[src/rtl/seq_divider.sv]
// Multi-cycle signed divider using restoring shift-subtract on magnitudes.
// It produces one quotient bit per clock, then applies the signs in a final fix-up cycle.
module seq_divider #(
   parameter int WIDTH = 8
) (
   input  logic             clk,
   input  logic             rst,
   input  logic             start,
   input  logic [WIDTH-1:0] dividend,
   input  logic [WIDTH-1:0] divisor,
   output logic             busy,
   output logic             done,
   output logic [WIDTH-1:0] quot,
   output logic [WIDTH-1:0] rem,
   output logic             div_zero,
   output logic             ovf
);

   localparam int CW = $clog2(WIDTH);
   localparam logic [1:0] S_IDLE = 2'd0;
   localparam logic [1:0] S_CALC = 2'd1;
   localparam logic [1:0] S_FIX  = 2'd2;
   localparam logic [WIDTH-1:0] MOST_NEG = {1'b1, {(WIDTH-1){1'b0}}};

   logic [1:0]       state_q, state_d;
   logic [CW-1:0]    cnt_q, cnt_d;
   logic [WIDTH-1:0] prem_q, prem_d;
   logic [WIDTH-1:0] qmag_q, qmag_d;
   logic [WIDTH-1:0] dmag_q, dmag_d;
   logic [WIDTH-1:0] dvd_q, dvd_d;
   logic [WIDTH-1:0] dvs_q, dvs_d;
   logic             dz_q, dz_d;
   logic [WIDTH-1:0] quot_q, quot_d;
   logic [WIDTH-1:0] rem_q, rem_d;
   logic             div_zero_q, div_zero_d;
   logic             ovf_q, ovf_d;
   logic             done_q, done_d;

   logic [WIDTH:0]   shifted;
   logic [WIDTH:0]   trial;

   // The partial remainder stays below |divisor|, so the shifted value minus
   // |divisor| always fits a WIDTH+1-bit signed result.
   assign shifted = {prem_q, qmag_q[WIDTH-1]};
   assign trial   = shifted - {1'b0, dmag_q};

   always_comb begin
      state_d    = state_q;
      cnt_d      = cnt_q;
      prem_d     = prem_q;
      qmag_d     = qmag_q;
      dmag_d     = dmag_q;
      dvd_d      = dvd_q;
      dvs_d      = dvs_q;
      dz_d       = dz_q;
      quot_d     = quot_q;
      rem_d      = rem_q;
      div_zero_d = div_zero_q;
      ovf_d      = ovf_q;
      done_d     = 1'b0;
      case (state_q)
         S_IDLE: begin
            if (start) begin
               dvd_d   = dividend;
               dvs_d   = divisor;
               qmag_d  = dividend[WIDTH-1] ? -dividend : dividend;
               dmag_d  = divisor[WIDTH-1] ? -divisor : divisor;
               prem_d  = '0;
               cnt_d   = '0;
               dz_d    = (divisor == '0);
               state_d = (divisor == '0) ? S_FIX : S_CALC;
            end
         end
         S_CALC: begin
            if (!trial[WIDTH]) begin
               prem_d = trial[WIDTH-1:0];
               qmag_d = {qmag_q[WIDTH-2:0], 1'b1};
            end else begin
               prem_d = shifted[WIDTH-1:0];
               qmag_d = {qmag_q[WIDTH-2:0], 1'b0};
            end
            cnt_d = cnt_q + 1'b1;
            if (cnt_q == CW'(WIDTH-1)) begin
               state_d = S_FIX;
            end
         end
         S_FIX: begin
            done_d  = 1'b1;
            state_d = S_IDLE;
            if (dz_q) begin
               quot_d     = '0;
               rem_d      = dvd_q;
               div_zero_d = 1'b1;
               ovf_d      = 1'b0;
            end else if (dvd_q == MOST_NEG && dvs_q == '1) begin
               quot_d     = MOST_NEG;
               rem_d      = '0;
               div_zero_d = 1'b0;
               ovf_d      = 1'b1;
            end else begin
               quot_d     = (dvd_q[WIDTH-1] ^ dvs_q[WIDTH-1]) ? -qmag_q : qmag_q;
               rem_d      = dvd_q[WIDTH-1] ? -prem_q : prem_q;
               div_zero_d = 1'b0;
               ovf_d      = 1'b0;
            end
         end
         default: state_d = S_IDLE;
      endcase
   end

   always_ff @(posedge clk or posedge rst) begin
      if (rst) begin
         state_q    <= S_IDLE;
         cnt_q      <= '0;
         prem_q     <= '0;
         qmag_q     <= '0;
         dmag_q     <= '0;
         dvd_q      <= '0;
         dvs_q      <= '0;
         dz_q       <= 1'b0;
         quot_q     <= '0;
         rem_q      <= '0;
         div_zero_q <= 1'b0;
         ovf_q      <= 1'b0;
         done_q     <= 1'b0;
      end else begin
         state_q    <= state_d;
         cnt_q      <= cnt_d;
         prem_q     <= prem_d;
         qmag_q     <= qmag_d;
         dmag_q     <= dmag_d;
         dvd_q      <= dvd_d;
         dvs_q      <= dvs_d;
         dz_q       <= dz_d;
         quot_q     <= quot_d;
         rem_q      <= rem_d;
         div_zero_q <= div_zero_d;
         ovf_q      <= ovf_d;
         done_q     <= done_d;
      end
   end

   assign busy     = (state_q != S_IDLE);
   assign done     = done_q;
   assign quot     = quot_q;
   assign rem      = rem_q;
   assign div_zero = div_zero_q;
   assign ovf      = ovf_q;

endmodule

[config.mk]
export PLATFORM = sky130hd
export DESIGN_NAME = seq_divider
export DESIGN_NICKNAME = d
export VERILOG_FILES = /design/src/rtl/seq_divider.sv
export SDC_FILE = /design/constraint.sdc
export NUM_CORES = 1
export LEC_CHECK = 0
export BUFFER_PORTS_ARGS = -buffer_cell sky130_fd_sc_hd__buf_2
export CORE_MARGIN = 8
export CORE_UTILIZATION = 44
export CTS_BUF_LIST = sky130_fd_sc_hd__clkbuf_8
export DETAILED_ROUTE_END_ITERATION = 10
export PLACE_DENSITY_LB_ADDON = 0.25
export SLEW_MARGIN = 0
export SYNTH_ARGS = -nofsm -noshare
export SYNTH_HDL_FRONTEND = slang
export SYNTH_SLANG_ARGS = --single-unit
[constraint.sdc]
create_clock -name clk -period 2.5 [get_ports clk]
set_input_delay 0.375 -clock clk [delete_from_list [all_inputs] [get_ports clk]]
set_output_delay 0.375 -clock clk [all_outputs]
set_load 0.005 [all_outputs]
* After elaboration in Yosys (flattened, before gate mapping)
Cells that the tools add are included.
Storage, ports and cells: register bits after elaboration 65, output and inout bits 20, logic and storage cells 59
Cells by class: equality and inequality tests 7, bitwise operators 1, add/subtract/negate cells 6, multiplexer cells 24, reductions and logical operators 8
Operator list (count):
- $mux W8 | 11
- $neg A8 Y8 | 4
- $pmux W8 S2 | 2
- $eq A8 B8 Y1 const B | 2
- $sub A9 B8 Y9 | 1
- $logic_not A8 Y1 | 1
- $mux W2 | 3
- $pmux W3 S2 | 1
- $reduce_and A2 Y1 | 3
- $mux W1 | 5
- $ne A2 B2 Y1 const B | 2
- $pmux W2 S2 | 1
- $reduce_bool A2 Y1 | 2
- $add A3 B1 Y3 const B | 1
- $eq A3 B3 Y1 const B | 1
- $mux W3 | 1
- $eq A2 B1 Y1 const B | 1
- $eq A2 B2 Y1 const B | 1
- $logic_not A2 Y1 | 1
- $logic_and A1 B1 Y1 | 1
- $xor A1 B1 Y1 | 1

* Longest topological paths before layout
Gate-level depths: netlist of the first run.
depth in word-level cells 4, depth in mapped cells 10, gate-level depth less buffers 9

* Worst setup path before layout of the first run
OpenSTA, ideal clock, no wires.
path type reg-to-reg, start register qmag_q[7], end register prem_q[7], data required time 2.380 ns, setup slack 0.038 ns, clock period less this slack 2.462 ns, data arrival time 2.341 ns, cell stages (with the launch flop) 11, path through dfrtp_1 -> inv_1 -> ha_1 -> inv_1 -> fa_1 -> a211oi_1 -> o211ai_1 -> a221oi_2 -> buf_4 -> o21ai_0 -> a31o_2
Between the ends: longest elaborated chain between the ends 3
RTL lines:
- start, declared | line 28 | logic [WIDTH-1:0] qmag_q, qmag_d;
- start signal, assigned | line 130 | qmag_q <= qmag_d;
- $sub A9 B8 Y9 | line 45 | assign trial = shifted - {1'b0, dmag_q};
- $mux W8 | line 75 | if (!trial[WIDTH]) begin
- $pmux W8 S2 | line 61 | case (state_q)
- end signal, assigned | line 129 | prem_q <= prem_d;
- end, declared | line 27 | logic [WIDTH-1:0] prem_q, prem_d;
No other way between the ends. A chain may end at the register's enable or synchronous reset.

* Worst setup path after layout of the first run
start register qmag_q[7], end register prem_q[2]
The elaborated chain is that of the path after synthesis.

==> impl_metrics.ini, run 1 <==
[pwr]
p_clk_share_pct = 15.0
p_per_area_mw_per_mm2 = 1410
p_leak_nw = 2.05
total_power_mw = 5.96
intPower_mw = 3.39
ir_worst_vdd_v = 0.000752
p_switching_mw = 2.57
seq_power_share_pct = 31.7
swShare_pct = 43.1
p_comb_share_pct = 53.3

[routing]
wl_mm = 9.07
viasPerCell = 5.38
drc = 0
wl_per_cell_um = 16.0
vias = 3056
drtIter0Drc = 133
ant_nets = 0
firstDrtPassIters = 4

[layout]
antenna_cells = 0
drive_gt1_share_pct = 18.4
postLayoutCellArea_mm2 = 0.00423
syn_to_final_growth_pct = 16.0
stdcell_count = 568
num-nets-final = 492
postLayoutCoreUtil_pct = 52.0
fillers = 786

[synthesis]
ys.flop_type = dfrtp_1
syn_avg_cell_area_um2 = 8.80
synth_nets = 448
syn_inst = 414
ys_seq_elements = 64
syn-cell-area_mm2 = 0.00364
synth_edf_count = 0
ys_async_sr_fraction_pct = 100
yosysWarnings = 0
synth_cell_type_count = 48
yosysSeqAreaShare_pct = 43.9

[worst_setup_path]
crit_type = flip-flop to flip-flop
worstPathArrival_ns = 2.63
reg2reg_to = prem_q[2]
crit_start = qmag_q[7]
regToRegSetupSlack_ns = 0.07
critPathMaxStageDelay_ns = 0.39
crit_fanout = 6
rr_worst_depth = 10
rr_startpoint = qmag_q[7]
slowest_stage = dfrtp_1
cp.required_ns = 2.69
cp-endpoint = prem_q[2]
start_kind = flip-flop
critPathCaptureType = flip-flop
path_cells = inv_2 -> ha_4 -> inv_1 -> fa_2 -> a211oi_2 -> o211ai_1 -> a221oi_2 -> buf_6 -> mux2i_1 -> o21ai_0

[floorplanning]
core_mm2 = 0.00813
start_util_pct = 44.8
die_area_mm2 = 0.0115
die_y_um = 107
num_rows = 33
io_pins = 39
die_w_um = 107

[cts]
cts.sinks = 64
htree_levels = 3
clk_pin_slew_ns = 0.08
cts_hold_buf = 0
cts-buffers-inserted = 9
cts_buffer_depth = 2
cts_tree = built
root_buffer = clkbuf_8
clock_latency_ns = 0.35

[placed_design]
placed_cell_area_mm2 = 0.00398
place.gp.congestion = 0.822
port_buffers = 38
dp.cells = 549
dp_hpwl_mm = 6.61

[global_routing]
overflow = 0
antenna_found_initial = 1
grt_max_degree = 49
grt_pass1_wl_mm = 15.3
grt_usage_pct = 16.7
grt_pass1_vias = 3060

[sta]
setup_violations = 0
hold_violations = 0
maxSlewViolCount = 0
fin_crit_sh_pct = 97.3
whs_ns = 0.115
period_needed_ns = 2.43
slew_headroom_pct = 51.2
tightestPinTransition_ns = 0.726
finClkSkew_ns = 0.0119
fmax_ghz = 0.411

[outcome]
status = complete, no violations

[worst_hold_path]
hp-class = input port to async pin

[run]
maxCapViolations = 0
==> power by group through the flow <==
stage | clock network (mW) | logic, mW | registers, mW
floorplan | 0 | 2.27 | 1.81
global placement | 0 | 2.96 | 1.89
detailed placement | 0 | 3.02 | 1.90
CTS | 0.909 | 3.06 | 1.88
global route | 0.963 | 3.60 | 1.95
finish | 0.893 | 3.18 | 1.89
==> critical path, delay by kind of cell, from the launching register on <==
family                   cells  cell delay, ns
AO/OA/AOI/OAI                4            0.85
adder cells (fa/ha/maj)      2            0.50
flip-flops                   1            0.39
multiplexers                 1            0.20
buffers and inverters        3            0.33
==> cells in the mapped netlist (all sizes together) (2+ instances only) <==
| cell type | instances | share of area (%) |
|---|---|---|
| nor2b | 3 | 0.51 |
| o221ai | 3 | 0.72 |
| a22o | 2 | 0.48 |
| or3 | 3 | 0.51 |
| a21oi | 13 | 1.8 |
| a31oi | 3 | 0.51 |
| nand2 | 88 | 9.1 |
| a211oi | 2 | 0.41 |
| mux2i | 11 | 3.0 |
| nor2 | 26 | 2.9 |
| buf | 2 | 0.34 |
| o21ai | 35 | 4.8 |
| nand2b | 9 | 1.5 |
| xor2 | 14 | 3.4 |
| nor3 | 9 | 1.2 |
| o22ai | 2 | 0.34 |
| dfrtp | 64 | 44 |
| o211ai | 3 | 0.62 |
| xnor2 | 13 | 3.1 |
| o41ai | 2 | 0.48 |
| a22oi | 4 | 0.82 |
| a221oi | 6 | 1.8 |
| ha | 14 | 4.8 |
| o31ai | 5 | 1.0 |
| nand4 | 3 | 0.51 |
| nor4 | 2 | 0.76 |
| inv | 23 | 2.4 |
| or4 | 4 | 0.93 |
| nand3 | 13 | 1.8 |
| clkbuf | 20 | 2.1 |
==> stage by stage <==
stage	setup TNS [ns]	worst slack (ns)
global route	-0.0701	-0.0238
CTS	0	0.0624
detailed placement	0	0.0452
global placement	0	0.123
floorplan	0	0.0385
finish	0	0.0671
==> how the worst min path moves through the flow <==
stage                endpoint  cells after the start
finish              qmag_q[4]                      2
global route         dvd_q[4]                      2
CTS                  dvd_q[4]                      2
detailed placement   div_zero                      2
global placement      quot[2]                      2
floorplan            dvs_q[2]                      2
==> per-layer routing <==
metal	vias up	routed length, um	global-route usage [%]
met1	1462	4280	21.7
li1	1506	-	-
met2	72	4140	26.2
met5	-	14	0
met4	2	155	6.43
met3	14	473	4.20
==> flip-flops by register name, indices dropped and copies added, names as in the netlist <==
name      flops
ovf           1
prem_q        8
qmag_q        8
dvs_q         7
div_zero      1
rem           8
cnt_q         3
quot          8
dz_q          1
done          1
state_q       2
dmag_q        8
dvd_q         8
==> timing repair <==
| item | 4_1_cts | 5_1_grt |
|---|---|---|
| cloned | 0 | 1 |
| pin swaps | 0 | 4 |
| buffers inserted | 0 | 2 |
| gates resized for setup | 1 | 7 |
| setup endpoints to repair | 2 | 8 |
==> final cells by class <==
class / instances / area, um2 / area share [%]
Clock buffer: 9 / 124 / 2.93
Clock inverter: 7 / 72.6 / 1.72
Inverter: 23 / 86.3 / 2.04
Multi-Input combinational cell: 305 / 1890 / 44.7
Sequential cell: 64 / 1600 / 37.9
Tap cell: 105 / 131 / 3.11
Timing Repair Buffer: 55 / 322 / 7.61
==> cell usage in the layout, fill, tap and decap left out, types with 4 or more instances in the layout <==
cell type	count
mux2i_1	11
clkbuf_8	9
nor2_1	25
nor3_1	9
buf_4	16
nand2b_1	9
nand3_1	13
o21ai_0	34
xor2_1	14
a21oi_1	13
a22oi_1	4
dfrtp_1	64
xnor2_1	13
buf_2	38
o31ai_1	5
nand2_1	88
a221oi_1	4
inv_1	21
ha_1	13
==> cell families (layout without fill, tap and decap cells) <==
logic type | Yosys count | in the layout | synth area share (%)
xor gates and xnor gates | 27 | 27 | 6.49
AOI/OAI and AO/OA | 86 | 86 | 15.2
muxes | 12 | 12 | 3.33
and+or+nand+nor | 165 | 165 | 20.9
adders and majority gates | 15 | 15 | 5.36
buffers and inverters | 45 | 94 | 4.77
DFF | 64 | 64 | 43.9
No activity file was read; power rests on OpenSTA's default activity.
==> run 2: changes to the inputs <==
- clock period: 2.5 -> 3.05 ns (I/O delays scaled with it)
==> run 2 against run 1 <==
Against the previous run: sequential power decreased by 16%; final cell count down 1.6%; combinational power down 25%; clock power shrank 10%; largest cell class unchanged; wire length fell by 2.9%; clock skew is 0.0016 ns lower; clock-buffer cell count did not move; critical endpoint is now prem_q[7]; non-clock buffer count is 9 lower; utilization fell by 0.83 points.
==> impl_metrics.ini, run 2 (synthesis gave the netlist of run 1 again) <==
[global_routing]
antenna_found_initial = 0
grt_usage_pct = 16.4
overflow = 0
grt_pass1_vias = 3041
grt_pass1_wl_mm = 15.0
grt_max_degree = 49

[worst_setup_path]
critPathCaptureType = flip-flop
regToRegSetupSlack_ns = 0.39
crit_type = flip-flop to flip-flop
cp.required_ns = 3.28
crit_fanout = 11
start_kind = flip-flop
worstPathArrival_ns = 2.88

[pwr]
p_leak_nw = 2.02
swShare_pct = 42.3
p_clk_share_pct = 16.9
ir_worst_vdd_v = 0.000579
p_comb_share_pct = 49.7
intPower_mw = 2.75
p_per_area_mw_per_mm2 = 1140
seq_power_share_pct = 33.4
p_switching_mw = 2.01
total_power_mw = 4.76

[routing]
firstDrtPassIters = 4
drtIter0Drc = 155
wl_per_cell_um = 15.8
viasPerCell = 5.48
ant_nets = 0
wl_mm = 8.81
vias = 3062
drc = 0

[cts]
cts-buffers-inserted = 9
cts_resized = 0
cts_tree = built
cts.sinks = 64
cts_hold_buf = 0
clock_latency_ns = 0.34
root_buffer = clkbuf_8
htree_levels = 3
cts_setup_buffers = 0
clk_pin_slew_ns = 0.08
cts_buffer_depth = 2

[worst_hold_path]
hp-class = input port to async pin

[layout]
final_common_cell = nand2_1
final_cell_mix = nand2_1, dfrtp_1, buf_2
postLayoutCellArea_mm2 = 0.00416
syn_to_final_growth_pct = 14.1
drive_gt1_share_pct = 15.6
num-nets-final = 483
antenna_cells = 0

[placed_design]
place.gp.congestion = 0.853
placed_cell_area_mm2 = 0.00394
dp_hpwl_mm = 6.51
port_buffers = 38
dp_slack_ns = 0.421

[floorplanning]
die_w_um = 107
num_rows = 33
io_pins = 39
die_area_mm2 = 0.0115
die_y_um = 107
core_mm2 = 0.00813
start_util_pct = 44.8

[sta]
hold_violations = 0
finClkSkew_ns = 0.0103
period_needed_ns = 2.66
setup_violations = 0
fmax_ghz = 0.376
tightestPinTransition_ns = 0.705
maxSlewViolCount = 0
fin_tns_setup_ns = 0
rsz0062_at_grt = false
slew_headroom_pct = 52.6
fin_crit_sh_pct = 87.2
whs_ns = 0.156
setup_ws_ns = 0.391

[run]
maxCapViolations = 0

[outcome]
status = complete, no violations
-- run 2: final cells by class --
cell class | count | area [um2]
Clock buffer | 9 | 124
Clock inverter | 7 | 96.3
Fill cell | 766 | 3980
Inverter | 23 | 86.3
Multi-Input combinational cell | 305 | 1870
Sequential cell | 64 | 1600
Tap cell | 105 | 131
Timing Repair Buffer | 46 | 250
-- run 2: power by group through the flow --
stage	clock network, mW	logic, mW	registers, mW
2_1_floorplan	0	1.86	1.48
3_3_place_gp	0	2.33	1.58
3_5_place_dp	0	2.37	1.60
4_1_cts	0.825	2.38	1.59
5_1_grt	0.863	2.69	1.65
6_report	0.803	2.37	1.59
-- run 2: per-stage QoR --
step / std cells / util, %
2_1_floorplan: 414 / -
3_3_place_gp: 543 / 48.4
3_5_place_dp: 543 / 48.4
4_1_cts: 559 / 51.1
5_1_grt: 559 / 51.1
6_report: 559 / 51.1
-- run 2: path summary, 6_finish.rpt --
kind,from,endpoint,depth (start not counted)
hold / removal,rst,dvd_q[3],2
hold reg to reg,quot[2],quot[2],2
min in group clk,divisor[6],dvs_q[6],3
setup / recovery,qmag_q[7],prem_q[7],10
setup reg to reg,qmag_q[7],prem_q[7],10
max in group asynchronous,rst,rem[6],3
-- run 2: layer usage --
metal	global-route usage, %	vias up	share of wire (%)
li1	-	1500	-
met1	21.2	1467	48
met2	25.4	76	45
met3	4.74	19	4.9
met4	6.23	0	2.1
met5	0	-	0
-- run 2: worst max-delay path: stages, from the launching register on --
cell      delay (ns)
dfrtp_1         0.41
inv_1           0.09
ha_1            0.17
inv_1           0.05
fa_1            0.40
a211oi_1        0.42
o211ai_1        0.18
a221oi_2        0.26
buf_4           0.24
o21ai_0         0.11
a31o_2          0.21
